<file path="src/rtl/axi_slv_wr_responder_if.sv">
// AW/W/B handshake bundle between the bench-side write driver and the responder.
// master: drives AW request, W beats, W stall and B ready.
// slave : drives AW ready, W ready and the B response channel.
interface axi_slv_wr_responder_if #(
    parameter int unsigned AXI_ADDR_W = 32,
    parameter int unsigned AXI_ID_W   = 4,
    parameter int unsigned AXI_DATA_W = 32
);
    logic                    in_awvalid;
    logic                    out_awready;
    logic [AXI_ADDR_W-1:0]   in_awaddr;
    logic [3:0]              in_awlen;
    logic [AXI_ID_W-1:0]     in_awid;

    logic                    in_wvalid;
    logic                    out_wready;
    logic                    in_wlast;
    logic [AXI_ID_W-1:0]     in_wid;
    logic [AXI_DATA_W-1:0]   in_wdata;
    logic [AXI_DATA_W/8-1:0] in_wstrb;
    logic                    in_wstall;

    logic                    out_bvalid;
    logic                    in_bready;
    logic [AXI_ID_W-1:0]     out_bid;
    logic [1:0]              out_bresp;

    modport master (
        output in_awvalid, in_awaddr, in_awlen, in_awid,
        output in_wvalid, in_wlast, in_wid, in_wdata, in_wstrb, in_wstall,
        output in_bready,
        input  out_awready, out_wready, out_bvalid, out_bid, out_bresp
    );

    modport slave (
        input  in_awvalid, in_awaddr, in_awlen, in_awid,
        input  in_wvalid, in_wlast, in_wid, in_wdata, in_wstrb, in_wstall,
        input  in_bready,
        output out_awready, out_wready, out_bvalid, out_bid, out_bresp
    );
endinterface

</file>
<file path="src/rtl/axi_slv_wr_responder.sv">
// AXI3 write-side slave responder: queues AW requests, consumes W beats per
// queued burst, and returns one B (OKAY/SLVERR) per burst through a FIFO.
// Ports:
//   aclk, arst        clock, asynchronous active-high reset
//   bus (slave)       AW/W/B handshake bundle (see axi_slv_wr_responder_if)
//   out_err_cnt       saturating count of SLVERR responses pushed
//   out_wdata_xor     running XOR of strobed bytes of accepted W beats
module axi_slv_wr_responder #(
    parameter int unsigned AXI_ADDR_W      = 32,
    parameter int unsigned AXI_ID_W        = 4,
    parameter int unsigned AXI_DATA_W      = 32,
    parameter int unsigned SLV_OSTDREQ_NUM = 4,
    parameter int unsigned B_FIFO_DEPTH    = 4
) (
    input  logic                  aclk,
    input  logic                  arst,
    axi_slv_wr_responder_if.slave bus,
    output logic [7:0]            out_err_cnt,
    output logic [AXI_DATA_W-1:0] out_wdata_xor
);
    localparam int unsigned AW_PTR_W = $clog2(SLV_OSTDREQ_NUM);
    localparam int unsigned B_PTR_W  = $clog2(B_FIFO_DEPTH);
    localparam int unsigned STRB_W   = AXI_DATA_W / 8;

    typedef struct packed {
        logic [AXI_ID_W-1:0] id;
        logic [3:0]          len;
    } aw_ent_t;

    typedef struct packed {
        logic [AXI_ID_W-1:0] id;
        logic [1:0]          resp;
    } b_ent_t;

    aw_ent_t               aw_mem [SLV_OSTDREQ_NUM];
    logic [AW_PTR_W-1:0]   aw_wr_ptr, aw_rd_ptr;
    logic [AW_PTR_W:0]     aw_cnt, aw_cnt_nxt;
    b_ent_t                b_mem [B_FIFO_DEPTH];
    logic [B_PTR_W-1:0]    b_wr_ptr, b_rd_ptr;
    logic [B_PTR_W:0]      b_cnt, b_cnt_nxt;
    logic [3:0]            cnt;
    logic                  id_err_q;
    logic                  awready_q;

    logic                  aw_empty, b_full, b_empty;
    logic                  wready_c, w_acc, at_len, id_mis, burst_end, burst_err;
    logic                  aw_push, aw_pop, b_push, b_pop;
    aw_ent_t               aw_head;
    logic [AXI_DATA_W-1:0] strb_mask;

    // Address is accepted but never inspected.
    logic unused_awaddr;
    assign unused_awaddr = ^bus.in_awaddr;

    // Handshake decode and burst bookkeeping from registered queue state.
    always_comb begin
        aw_empty  = (aw_cnt == '0);
        b_empty   = (b_cnt == '0);
        b_full    = (b_cnt == (B_PTR_W+1)'(B_FIFO_DEPTH));
        aw_head   = aw_mem[aw_rd_ptr];
        wready_c  = !aw_empty && !b_full && !bus.in_wstall;
        w_acc     = bus.in_wvalid && wready_c;
        at_len    = (cnt == aw_head.len);
        id_mis    = (bus.in_wid != aw_head.id);
        burst_end = w_acc && (bus.in_wlast || at_len);
        // cnt never exceeds len, so !at_len means an early last.
        burst_err = id_err_q || id_mis || (bus.in_wlast != at_len);
        aw_push   = bus.in_awvalid && awready_q;
        aw_pop    = burst_end;
        b_push    = burst_end;
        b_pop     = !b_empty && bus.in_bready;

        aw_cnt_nxt = aw_cnt;
        if (aw_push && !aw_pop) begin
            aw_cnt_nxt = aw_cnt + (AW_PTR_W+1)'(1);
        end else if (!aw_push && aw_pop) begin
            aw_cnt_nxt = aw_cnt - (AW_PTR_W+1)'(1);
        end

        b_cnt_nxt = b_cnt;
        if (b_push && !b_pop) begin
            b_cnt_nxt = b_cnt + (B_PTR_W+1)'(1);
        end else if (!b_push && b_pop) begin
            b_cnt_nxt = b_cnt - (B_PTR_W+1)'(1);
        end

        strb_mask = '0;
        for (int i = 0; i < int'(STRB_W); i++) begin
            strb_mask[i*8 +: 8] = {8{bus.in_wstrb[i]}};
        end
    end

    assign bus.out_awready = awready_q;
    assign bus.out_wready  = wready_c;
    assign bus.out_bvalid  = !b_empty;
    assign bus.out_bid     = b_mem[b_rd_ptr].id;
    assign bus.out_bresp   = b_mem[b_rd_ptr].resp;

    // Queue storage, pointers, beat counter and status accumulators.
    always_ff @(posedge aclk or posedge arst) begin
        if (arst) begin
            for (int i = 0; i < int'(SLV_OSTDREQ_NUM); i++) aw_mem[i] <= '0;
            for (int i = 0; i < int'(B_FIFO_DEPTH); i++)    b_mem[i]  <= '0;
            aw_wr_ptr     <= '0;
            aw_rd_ptr     <= '0;
            aw_cnt        <= '0;
            b_wr_ptr      <= '0;
            b_rd_ptr      <= '0;
            b_cnt         <= '0;
            cnt           <= '0;
            id_err_q      <= 1'b0;
            awready_q     <= 1'b0;
            out_err_cnt   <= '0;
            out_wdata_xor <= '0;
        end else begin
            aw_cnt    <= aw_cnt_nxt;
            b_cnt     <= b_cnt_nxt;
            awready_q <= (aw_cnt_nxt != (AW_PTR_W+1)'(SLV_OSTDREQ_NUM));
            if (aw_push) begin
                aw_mem[aw_wr_ptr] <= '{id: bus.in_awid, len: bus.in_awlen};
                aw_wr_ptr         <= aw_wr_ptr + AW_PTR_W'(1);
            end
            if (aw_pop) begin
                aw_rd_ptr <= aw_rd_ptr + AW_PTR_W'(1);
            end
            if (b_push) begin
                b_mem[b_wr_ptr] <= '{id: aw_head.id, resp: (burst_err ? 2'b10 : 2'b00)};
                b_wr_ptr        <= b_wr_ptr + B_PTR_W'(1);
                if (burst_err && out_err_cnt != 8'hFF) begin
                    out_err_cnt <= out_err_cnt + 8'd1;
                end
            end
            if (b_pop) begin
                b_rd_ptr <= b_rd_ptr + B_PTR_W'(1);
            end
            if (w_acc) begin
                out_wdata_xor <= out_wdata_xor ^ (bus.in_wdata & strb_mask);
                if (burst_end) begin
                    cnt      <= '0;
                    id_err_q <= 1'b0;
                end else begin
                    cnt      <= cnt + 4'd1;
                    id_err_q <= id_err_q || id_mis;
                end
            end
        end
    end
endmodule

</file>
<file path="src/flat_wrapper.sv">
// flat-port wrapper written by rule: the top's interface ports become plain ports
module axi_slv_wr_responder_flat 
#(
    parameter int unsigned AXI_ADDR_W      = 32,
    parameter int unsigned AXI_ID_W        = 4,
    parameter int unsigned AXI_DATA_W      = 32,
    parameter int unsigned SLV_OSTDREQ_NUM = 4,
    parameter int unsigned B_FIFO_DEPTH    = 4
)
  (aclk, arst, out_err_cnt, out_wdata_xor, bus_in_awvalid, bus_in_awaddr, bus_in_awlen, bus_in_awid, bus_in_wvalid, bus_in_wlast, bus_in_wid, bus_in_wdata, bus_in_wstrb, bus_in_wstall, bus_in_bready, bus_out_awready, bus_out_wready, bus_out_bvalid, bus_out_bid, bus_out_bresp);
  axi_slv_wr_responder_if #(.AXI_ADDR_W(AXI_ADDR_W), .AXI_ID_W(AXI_ID_W), .AXI_DATA_W(AXI_DATA_W)) bus_i ();
  input  logic aclk;
  input  logic arst;
  output logic [7:0] out_err_cnt;
  output logic [AXI_DATA_W-1:0] out_wdata_xor;
  input wire logic [$bits(bus_i.in_awvalid)-1:0] bus_in_awvalid;
  input wire logic [$bits(bus_i.in_awaddr)-1:0] bus_in_awaddr;
  input wire logic [$bits(bus_i.in_awlen)-1:0] bus_in_awlen;
  input wire logic [$bits(bus_i.in_awid)-1:0] bus_in_awid;
  input wire logic [$bits(bus_i.in_wvalid)-1:0] bus_in_wvalid;
  input wire logic [$bits(bus_i.in_wlast)-1:0] bus_in_wlast;
  input wire logic [$bits(bus_i.in_wid)-1:0] bus_in_wid;
  input wire logic [$bits(bus_i.in_wdata)-1:0] bus_in_wdata;
  input wire logic [$bits(bus_i.in_wstrb)-1:0] bus_in_wstrb;
  input wire logic [$bits(bus_i.in_wstall)-1:0] bus_in_wstall;
  input wire logic [$bits(bus_i.in_bready)-1:0] bus_in_bready;
  output wire logic [$bits(bus_i.out_awready)-1:0] bus_out_awready;
  output wire logic [$bits(bus_i.out_wready)-1:0] bus_out_wready;
  output wire logic [$bits(bus_i.out_bvalid)-1:0] bus_out_bvalid;
  output wire logic [$bits(bus_i.out_bid)-1:0] bus_out_bid;
  output wire logic [$bits(bus_i.out_bresp)-1:0] bus_out_bresp;
  assign bus_i.in_awvalid = bus_in_awvalid;
  assign bus_i.in_awaddr = bus_in_awaddr;
  assign bus_i.in_awlen = bus_in_awlen;
  assign bus_i.in_awid = bus_in_awid;
  assign bus_i.in_wvalid = bus_in_wvalid;
  assign bus_i.in_wlast = bus_in_wlast;
  assign bus_i.in_wid = bus_in_wid;
  assign bus_i.in_wdata = bus_in_wdata;
  assign bus_i.in_wstrb = bus_in_wstrb;
  assign bus_i.in_wstall = bus_in_wstall;
  assign bus_i.in_bready = bus_in_bready;
  assign bus_out_awready = bus_i.out_awready;
  assign bus_out_wready = bus_i.out_wready;
  assign bus_out_bvalid = bus_i.out_bvalid;
  assign bus_out_bid = bus_i.out_bid;
  assign bus_out_bresp = bus_i.out_bresp;
  axi_slv_wr_responder #(.AXI_ADDR_W(AXI_ADDR_W), .AXI_ID_W(AXI_ID_W), .AXI_DATA_W(AXI_DATA_W), .SLV_OSTDREQ_NUM(SLV_OSTDREQ_NUM), .B_FIFO_DEPTH(B_FIFO_DEPTH)) u_core (.aclk(aclk), .arst(arst), .bus(bus_i), .out_err_cnt(out_err_cnt), .out_wdata_xor(out_wdata_xor));
endmodule
</file>
<file path="config.mk">
export PLATFORM = sky130hd
export DESIGN_NAME = axi_slv_wr_responder_flat
export DESIGN_NICKNAME = d
export VERILOG_FILES = /design/src/rtl/axi_slv_wr_responder_if.sv /design/src/rtl/axi_slv_wr_responder.sv /design/src/flat_wrapper.sv
export SDC_FILE = /design/constraint.sdc
export NUM_CORES = 1
export LEC_CHECK = 0
export CAP_MARGIN = 40
export CORE_MARGIN = 3
export CORE_UTILIZATION = 30
export DETAILED_ROUTE_END_ITERATION = 8
export HOLD_SLACK_MARGIN = 0.12
export PLACE_DENSITY_LB_ADDON = 0.1
export SKIP_LAST_GASP = 1
export SLEW_MARGIN = 20
export SYNTH_ARGS = -nofsm -noshare
export SYNTH_HDL_FRONTEND = slang
export SYNTH_SLANG_ARGS = --single-unit
export TNS_END_PERCENT = 5
</file>
<file path="constraint.sdc">
create_clock -name aclk -period 7.8 [get_ports aclk]
set_input_delay 1.56 -clock aclk [delete_from_list [all_inputs] [get_ports aclk]]
set_output_delay 1.56 -clock aclk [all_outputs]
set_load 0.02 [all_outputs]
</file>
==> out/metrics.yaml, run 1 <==
status:
  status: "finished, final reports clean"
timing:
  post-route-period-util: 0.560
  slew_headroom: 0.540
  fin_hold_ws_ps: 469
  fmax_mhz: 229
  rsz0062_at_grt: "no"
  setup_viol_count_final: 0
  hold_violations: 0
  setup_tns_ps: 0
  fin_crit_ps: 4370
  skew_ps: 9.79
  tightestPinTransition_ps: 690
  slew_violations: 0
grt:
  grt_max_degree: 51
  antenna_found_initial: 0
  grt_use_total: 0.127
  grt.overflow.total: 0
  first_global_vias: 3554
  grt_pass1_wl_um: 18700
synthesis:
  syn_avg_cell_area_um2: 13.0
  synth_area_um2: 5220
  async_reset_ff_frac: 1.00
  synth_edf_count: 0
  seq_area_frac_synth: 0.537
  yosys_warnings: 0
  ys_ff_latch: 112
  syn_inst: 402
  synth.distinct_cells: 51
  synth_nets: 505
  synth_ff_type: "dfrtp_1"
floorplan:
  num_rows: 47
  fp.dieH_um: 138
  initial_core_util: 0.310
  dieArea_um2: 19000
  ioPinCount: 136
  die_w_um: 138
  core_um2: 16800
placed_design:
  hpwlAfterDp_um: 8370
  gp_congestion: 0.754
  io_buffers: 102
  dpl_cell_area_um2: 6510
  dpl.cell_count: 713
setup_path:
  critPathLaunchType: "input port"
  criticalPathCategory: "in2out"
  path_delay_family: "buffers and inverters"
  critPathMaxStageDelay_ps: 600
  required_ps: 6240
  crit_buf_inv: 3
  worstPathCellList: "clkdlybuf4s50_1, inv_1, and3_1, clkdlybuf4s50_1"
  cp_max_fo: 3
  crit_path_end_kind: "output pin"
  path_common_cell: "clkdlybuf4s50_1"
  cp_data_arrival_time_ps: 2810
  crit_slowest_cell: "clkdlybuf4s50_1"
final_layout:
  area_delta_synth_final_pct: 31.4
  final_layout_size_suffix_gt1_frac: 0.167
  finalInstanceArea_um2: 6860
  diodes: 0
  fillCellCount: 1635
  fin_util: 0.408
  instances_no_fill: 729
  final_nets: 607
routing:
  antenna_left: 0
  wirelength_um: 11500
  viasPerCell: 4.59
  vias: 3343
  drtIter0Drc: 98
  wl_per_cell_um: 15.8
  first_pass_iters: 4
  drc: 0
clocking:
  postCtsSetupBuffers: 0
  cts_tree: "yes"
  cts.sinks: 112
  cts-htree-levels: 3
  cts_buffers: 9
  clk_pin_slew_ps: 80
  cts_hold_buf: 0
  cts_root_buffer: "clkbuf_16"
  post_cts_resized: 0
  clk_path_buf_depth: 2
  insertion_delay_ps: 350
run:
  drv_cap: 0
worst_hold_path:
  hold_class: "reg2reg"
power:
  powerDensity_nw_per_um2: 411
  p_leak_nw: 2.85
  irDropWorstVdd_uv: 156
==> logic make-up after synthesis <==
| kind of cell | synth area share |
|---|---|
| xor gates and xnor gates | 0.0890 |
| and+or+nand+nor | 0.0815 |
| muxes | 0.184 |
| adders and majority gates | 0.0398 |
| AOI/OAI and AO/OA | 0.0458 |
| buffers and inverters | 0.0216 |
| DFF | 0.537 |
| other | 0.000719 |
==> per-stage QoR <==
stage                     setup slack, ps  power, W
after floorplan                      3280   0.00185
after CTS                            3430   0.00287
after detailed placement             3310   0.00232
after global routing                 3370   0.00302
after global placement               3090   0.00228
final                                3430   0.00282
==> power by group <==
part	leakage (nW)	internal, W	switching [W]
Combinational	1.34	0.000657	0.000553
Clock	0.166	0.000315	0.000217
Sequential	1.35	0.000859	0.000217
Total	2.85	0.00183	0.000986
==> state kept, by name, summed over array words and instances (netlist names), 2 cells and up <==
register              cells
u_core.b_wr_ptr           2
u_core.b_cnt              3
u_core.aw_wr_ptr          2
u_core.out_wdata_xor     32
u_core.b_rd_ptr           2
u_core.b_mem             20
u_core.aw_mem            32
u_core.out_err_cnt        8
u_core.aw_rd_ptr          2
u_core.aw_cnt             3
u_core.cnt                4
==> layer usage <==
metal	GRT usage	up-vias	routed length (µm)
met5	0	-	0
met4	0.0362	0	168
met3	0.0352	12	371
met2	0.212	50	5870
met1	0.162	1682	5080
li1	-	1599	-
==> final cells by class <==
class | count | area (µm²) | share of cell area
multi-input cells | 264 | 2300 | 0.336
flip-flops and latches | 112 | 2800 | 0.409
clock inverters | 7 | 120 | 0.0175
inverters | 12 | 47.5 | 0.00693
well taps | 220 | 275 | 0.0401
repair buffers | 105 | 1080 | 0.158
clock buffers | 9 | 225 | 0.0328
==> cell usage after synthesis (all sizes together) (2+ instances only) <==
| library cell | n | area share |
|---|---|---|
| buf | 6 | 0.0070 |
| xnor2 | 46 | 0.077 |
| o211ai | 4 | 0.010 |
| o21ai | 4 | 0.0038 |
| clkbuf | 8 | 0.0060 |
| mux4 | 12 | 0.055 |
| and2 | 5 | 0.0060 |
| nand2b | 2 | 0.0024 |
| nand3 | 6 | 0.0058 |
| a21oi | 5 | 0.0048 |
| mux2 | 55 | 0.12 |
| nand2 | 58 | 0.042 |
| dfrtp | 112 | 0.54 |
| nor3 | 3 | 0.0029 |
| inv | 11 | 0.0079 |
| ha | 15 | 0.036 |
| mux2i | 5 | 0.0096 |
| nand4 | 3 | 0.0036 |
| xor2 | 7 | 0.012 |
| nor3b | 2 | 0.0029 |
| nor2 | 7 | 0.0050 |
| and3 | 3 | 0.0036 |
| a31oi | 5 | 0.0060 |
==> cells in the final DEF, fill, tap and decap left out, types with 2 or more instances in the layout <==
| master | n |
|---|---|
| a21oi_1 | 5 |
| nor3b_1 | 2 |
| clkinv_4 | 2 |
| nor3_1 | 3 |
| mux4_1 | 5 |
| ha_1 | 15 |
| clkdlybuf4s50_1 | 102 |
| clkbuf_16 | 9 |
| xnor2_1 | 46 |
| nand3_1 | 6 |
| nor2_1 | 7 |
| nand4_1 | 3 |
| and3_1 | 3 |
| dfrtp_1 | 112 |
| inv_1 | 10 |
| o21ai_0 | 3 |
| a31oi_1 | 5 |
| xor2_1 | 7 |
| mux2i_1 | 5 |
| bufinv_16 | 3 |
| o211ai_2 | 2 |
| mux4_2 | 7 |
| buf_16 | 2 |
| nand2b_1 | 2 |
| mux2_2 | 49 |
| and2_1 | 5 |
| nand2_1 | 58 |
| mux2_1 | 5 |
==> worst paths after layout <==
path	endpoint	from	cells past startpoint	slack [ps]
hold reg to reg	u_core.out_wdata_xor[25]$_DFFE_PP0P_	u_core.out_wdata_xor[25]$_DFFE_PP0P_	1	470
setup reg to reg	u_core.b_cnt[1]$_DFFE_PP0P_	u_core.aw_rd_ptr[0]$_DFFE_PP0P_	12	3830
hold / removal	u_core.out_wdata_xor[25]$_DFFE_PP0P_	u_core.out_wdata_xor[25]$_DFFE_PP0P_	1	470
max in group asynchronous	u_core.aw_mem[29]$_DFFE_PP0P_	arst	4	5150
setup / recovery	bus_out_wready	bus_in_wstall	4	3430
min in group asynchronous	u_core.out_wdata_xor[6]$_DFFE_PP0P_	arst	2	1640
Note: power is estimated with default switching activity, not from simulation.
==> run 2, diff against run 1 <==
Clock period 7.8 ns to 3.6 ns, I/O delays scaled along.
==> run 2 against run 1 <==
Effect of this change:
- sequential power up 110%
- worst hold slack better by 1.0 ps
- first-iteration DRC count up 8.2%
- register-to-register slack worse by 3600 ps
- critical path type is now reg2reg
- largest power group unchanged
- non-clock buffer count up 5
- largest cell class unchanged
- sequential cell count unchanged
- clock skew down 2.2 ps
- count of clock-buffer cells in the layout unchanged
- via count down 0.15%
==> out/metrics.yaml, run 2 (synthesis gave the netlist of run 1 again) <==
status:
  status: "finished, final reports clean"
timing:
  fin_crit_ps: 3330
  slew_violations: 0  # unchanged
  tightestPinTransition_ps: 489  # -200 ps
  fmax_mhz: 300
  skew_ps: 7.55  # -2.24 ps
  setup_tns_ps: 0  # unchanged
  slew_headroom: 0.671  # +0.131
  post-route-period-util: 0.926
  hold_violations: 0  # unchanged
  setup_viol_count_final: 0  # unchanged
  rsz0062_at_grt: "no"
grt:
  grt_max_degree: 47  # -7.8%
  first_global_vias: 3526  # -0.79%
  antenna_found_initial: 0  # unchanged
  grt.overflow.total: 0  # unchanged
  grt_pass1_wl_um: 18400  # -1.3%
  grt_use_total: 0.126  # -0.000647
final_layout:
  reg_top3: "u_core.aw_mem (32), u_core.out_wdata_xor (32), u_core.b_mem (20)"
  diodes: 0  # unchanged
  area_delta_synth_final_pct: 31.1
  multi_input_area_um2: 2300  # unchanged
  fillCellCount: 1640  # +0.31%
  ff_latch_area_um2: 2800  # about the same
  layout_commonest_cell: "dfrtp_1"
  final_layout_size_suffix_gt1_frac: 0.177  # +0.0100
  fin_util: 0.407  # -0.000892
  layout_common_cells: "111 x dfrtp_1, 102 x clkdlybuf4s50_1, 58 x nand2_1"
  final_nets: 612  # +0.82%
routing:
  vias: 3338  # -0.15%
  wl_per_cell_um: 15.6  # -1.3%
  drtIter0Drc: 106  # +8.2%
  first_pass_iters: 4  # unchanged
  drc: 0  # unchanged
  viasPerCell: 4.55  # -0.83%
  antenna_left: 0  # unchanged
  wirelength_um: 11400  # -0.64%
floorplan:
  die_w_um: 138  # unchanged
  initial_core_util: 0.310  # unchanged
  num_rows: 47  # unchanged
  ioPinCount: 136  # unchanged
  core_um2: 16800  # unchanged
  fp.dieH_um: 138  # unchanged
  dieArea_um2: 19000  # unchanged
run:
  drv_cap: 0  # unchanged
setup_path:
  crit_buf_inv: 3  # unchanged
  cp_max_fo: 7  # +4
  crit_slowest_cell: "mux4_1"
  worstPathCellList: "mux4_1, xnor2_1, nand4_1, ha_1, inv_1, nand2_1, clkinv_1, ha_1, inv_1, fa_1, xor2_1, nor2_1, xor2_1"
  critPathLaunchType: "flip-flop"
  required_ps: 3870  # -2370 ps
  cp_data_arrival_time_ps: 3610  # +800 ps
  critPathMaxStageDelay_ps: 630  # +30 ps
  path_delay_family: "adder cells"
  criticalPathCategory: "reg2reg"
  crit_path_end_kind: "flip-flop"
clocking:
  cts_root_buffer: "clkbuf_16"
  insertion_delay_ps: 350  # about the same
  cts-htree-levels: 3  # unchanged
  cts_tree: "yes"
  cts.sinks: 112  # unchanged
  clk_path_buf_depth: 2  # unchanged
  clk_pin_slew_ps: 70  # about the same
  cts_buffers: 9  # unchanged
power:
  p_leak_nw: 2.85  # -0.24%
  power.total_w: 0.00598  # +110%
  irDropWorstVdd_uv: 315  # +100%
  powerDensity_nw_per_um2: 874  # +110%
worst_hold_path:
  hold_class: "reg2reg"
placed_design:
  hpwlAfterDp_um: 8400  # +0.31%
  gp_congestion: 0.764  # +1.2%
  io_buffers: 102  # unchanged
## run 2: worst register-to-register path: stages, from the launching register on
cell and delay [ps]:
dfrtp_2 500, mux4_1 640, xnor2_1 160, nand4_1 150, ha_1 290, inv_1 140
nand2_1 150, clkinv_1 110, ha_1 170, inv_1 70, fa_1 420, xor2_1 170
nor2_1 110, xor2_1 170
## run 2: timing repair
action	in CTS	in global routing
resized for setup	0	1
endpoints found under the setup margin	0	1
buffers inserted	0	0
hold buffers	0	0
## run 2: layout make-up
| cell class | instances | share of cell area |
|---|---|---|
| inverter | 12 | 0.00713 |
| tap | 220 | 0.0402 |
| multi-input combinational | 264 | 0.337 |
| sequential | 112 | 0.410 |
| clock buffer | 9 | 0.0329 |
| clock inverter | 7 | 0.0106 |
| timing repair buffer | 110 | 0.163 |
## run 2: power breakdown
part	switching, W	internal [W]
Sequential	0.000440	0.00186
Clock	0.000469	0.000540
Combinational	0.00123	0.00143
## run 2: routing by layer
| metal | part of all wire | up-vias | global-route usage |
|---|---|---|---|
| met2 | 0.51 | 44 | 0.210 |
| met3 | 0.039 | 10 | 0.0381 |
| met4 | 0.011 | 0 | 0.0313 |
| met1 | 0.44 | 1683 | 0.162 |
| li1 | - | 1601 | - |
| met5 | 0 | - | 0 |
## run 2: stage by stage
| step | std cells | hold slack [ps] | cell area [µm²] | setup slack, ps |
|---|---|---|---|---|
| after floorplan | 402 | 449 | 5220 | -3.04 |
| after global placement | 717 | 460 | 6520 | 199 |
| after detailed placement | 718 | 462 | 6540 | 152 |
| after CTS | 734 | 477 | 6840 | 130 |
| after global routing | 734 | 486 | 6840 | 46.0 |
| final | 734 | 470 | 6840 | 266 |
## run 2: path summary, 6_finish.rpt
| path | slack (ps) | cells past startpoint | startpoint | endpoint |
|---|---|---|---|---|
| setup reg to reg | 270 | 13 | u_core.aw_rd_ptr[0]$_DFFE_PP0P_ | u_core.b_cnt[2]$_DFFE_PP0P_ |
| hold reg to reg | 470 | 1 | u_core.out_wdata_xor[5]$_DFFE_PP0P_ | u_core.out_wdata_xor[5]$_DFFE_PP0P_ |
| min in group asynchronous | 710 | 2 | arst | u_core.out_wdata_xor[18]$_DFFE_PP0P_ |
| setup / recovery | 270 | 13 | u_core.aw_rd_ptr[0]$_DFFE_PP0P_ | u_core.b_cnt[2]$_DFFE_PP0P_ |
| hold / removal | 470 | 1 | u_core.out_wdata_xor[5]$_DFFE_PP0P_ | u_core.out_wdata_xor[5]$_DFFE_PP0P_ |
| max in group asynchronous | 2150 | 4 | arst | u_core.aw_rd_ptr[0]$_DFFE_PP0P_ |
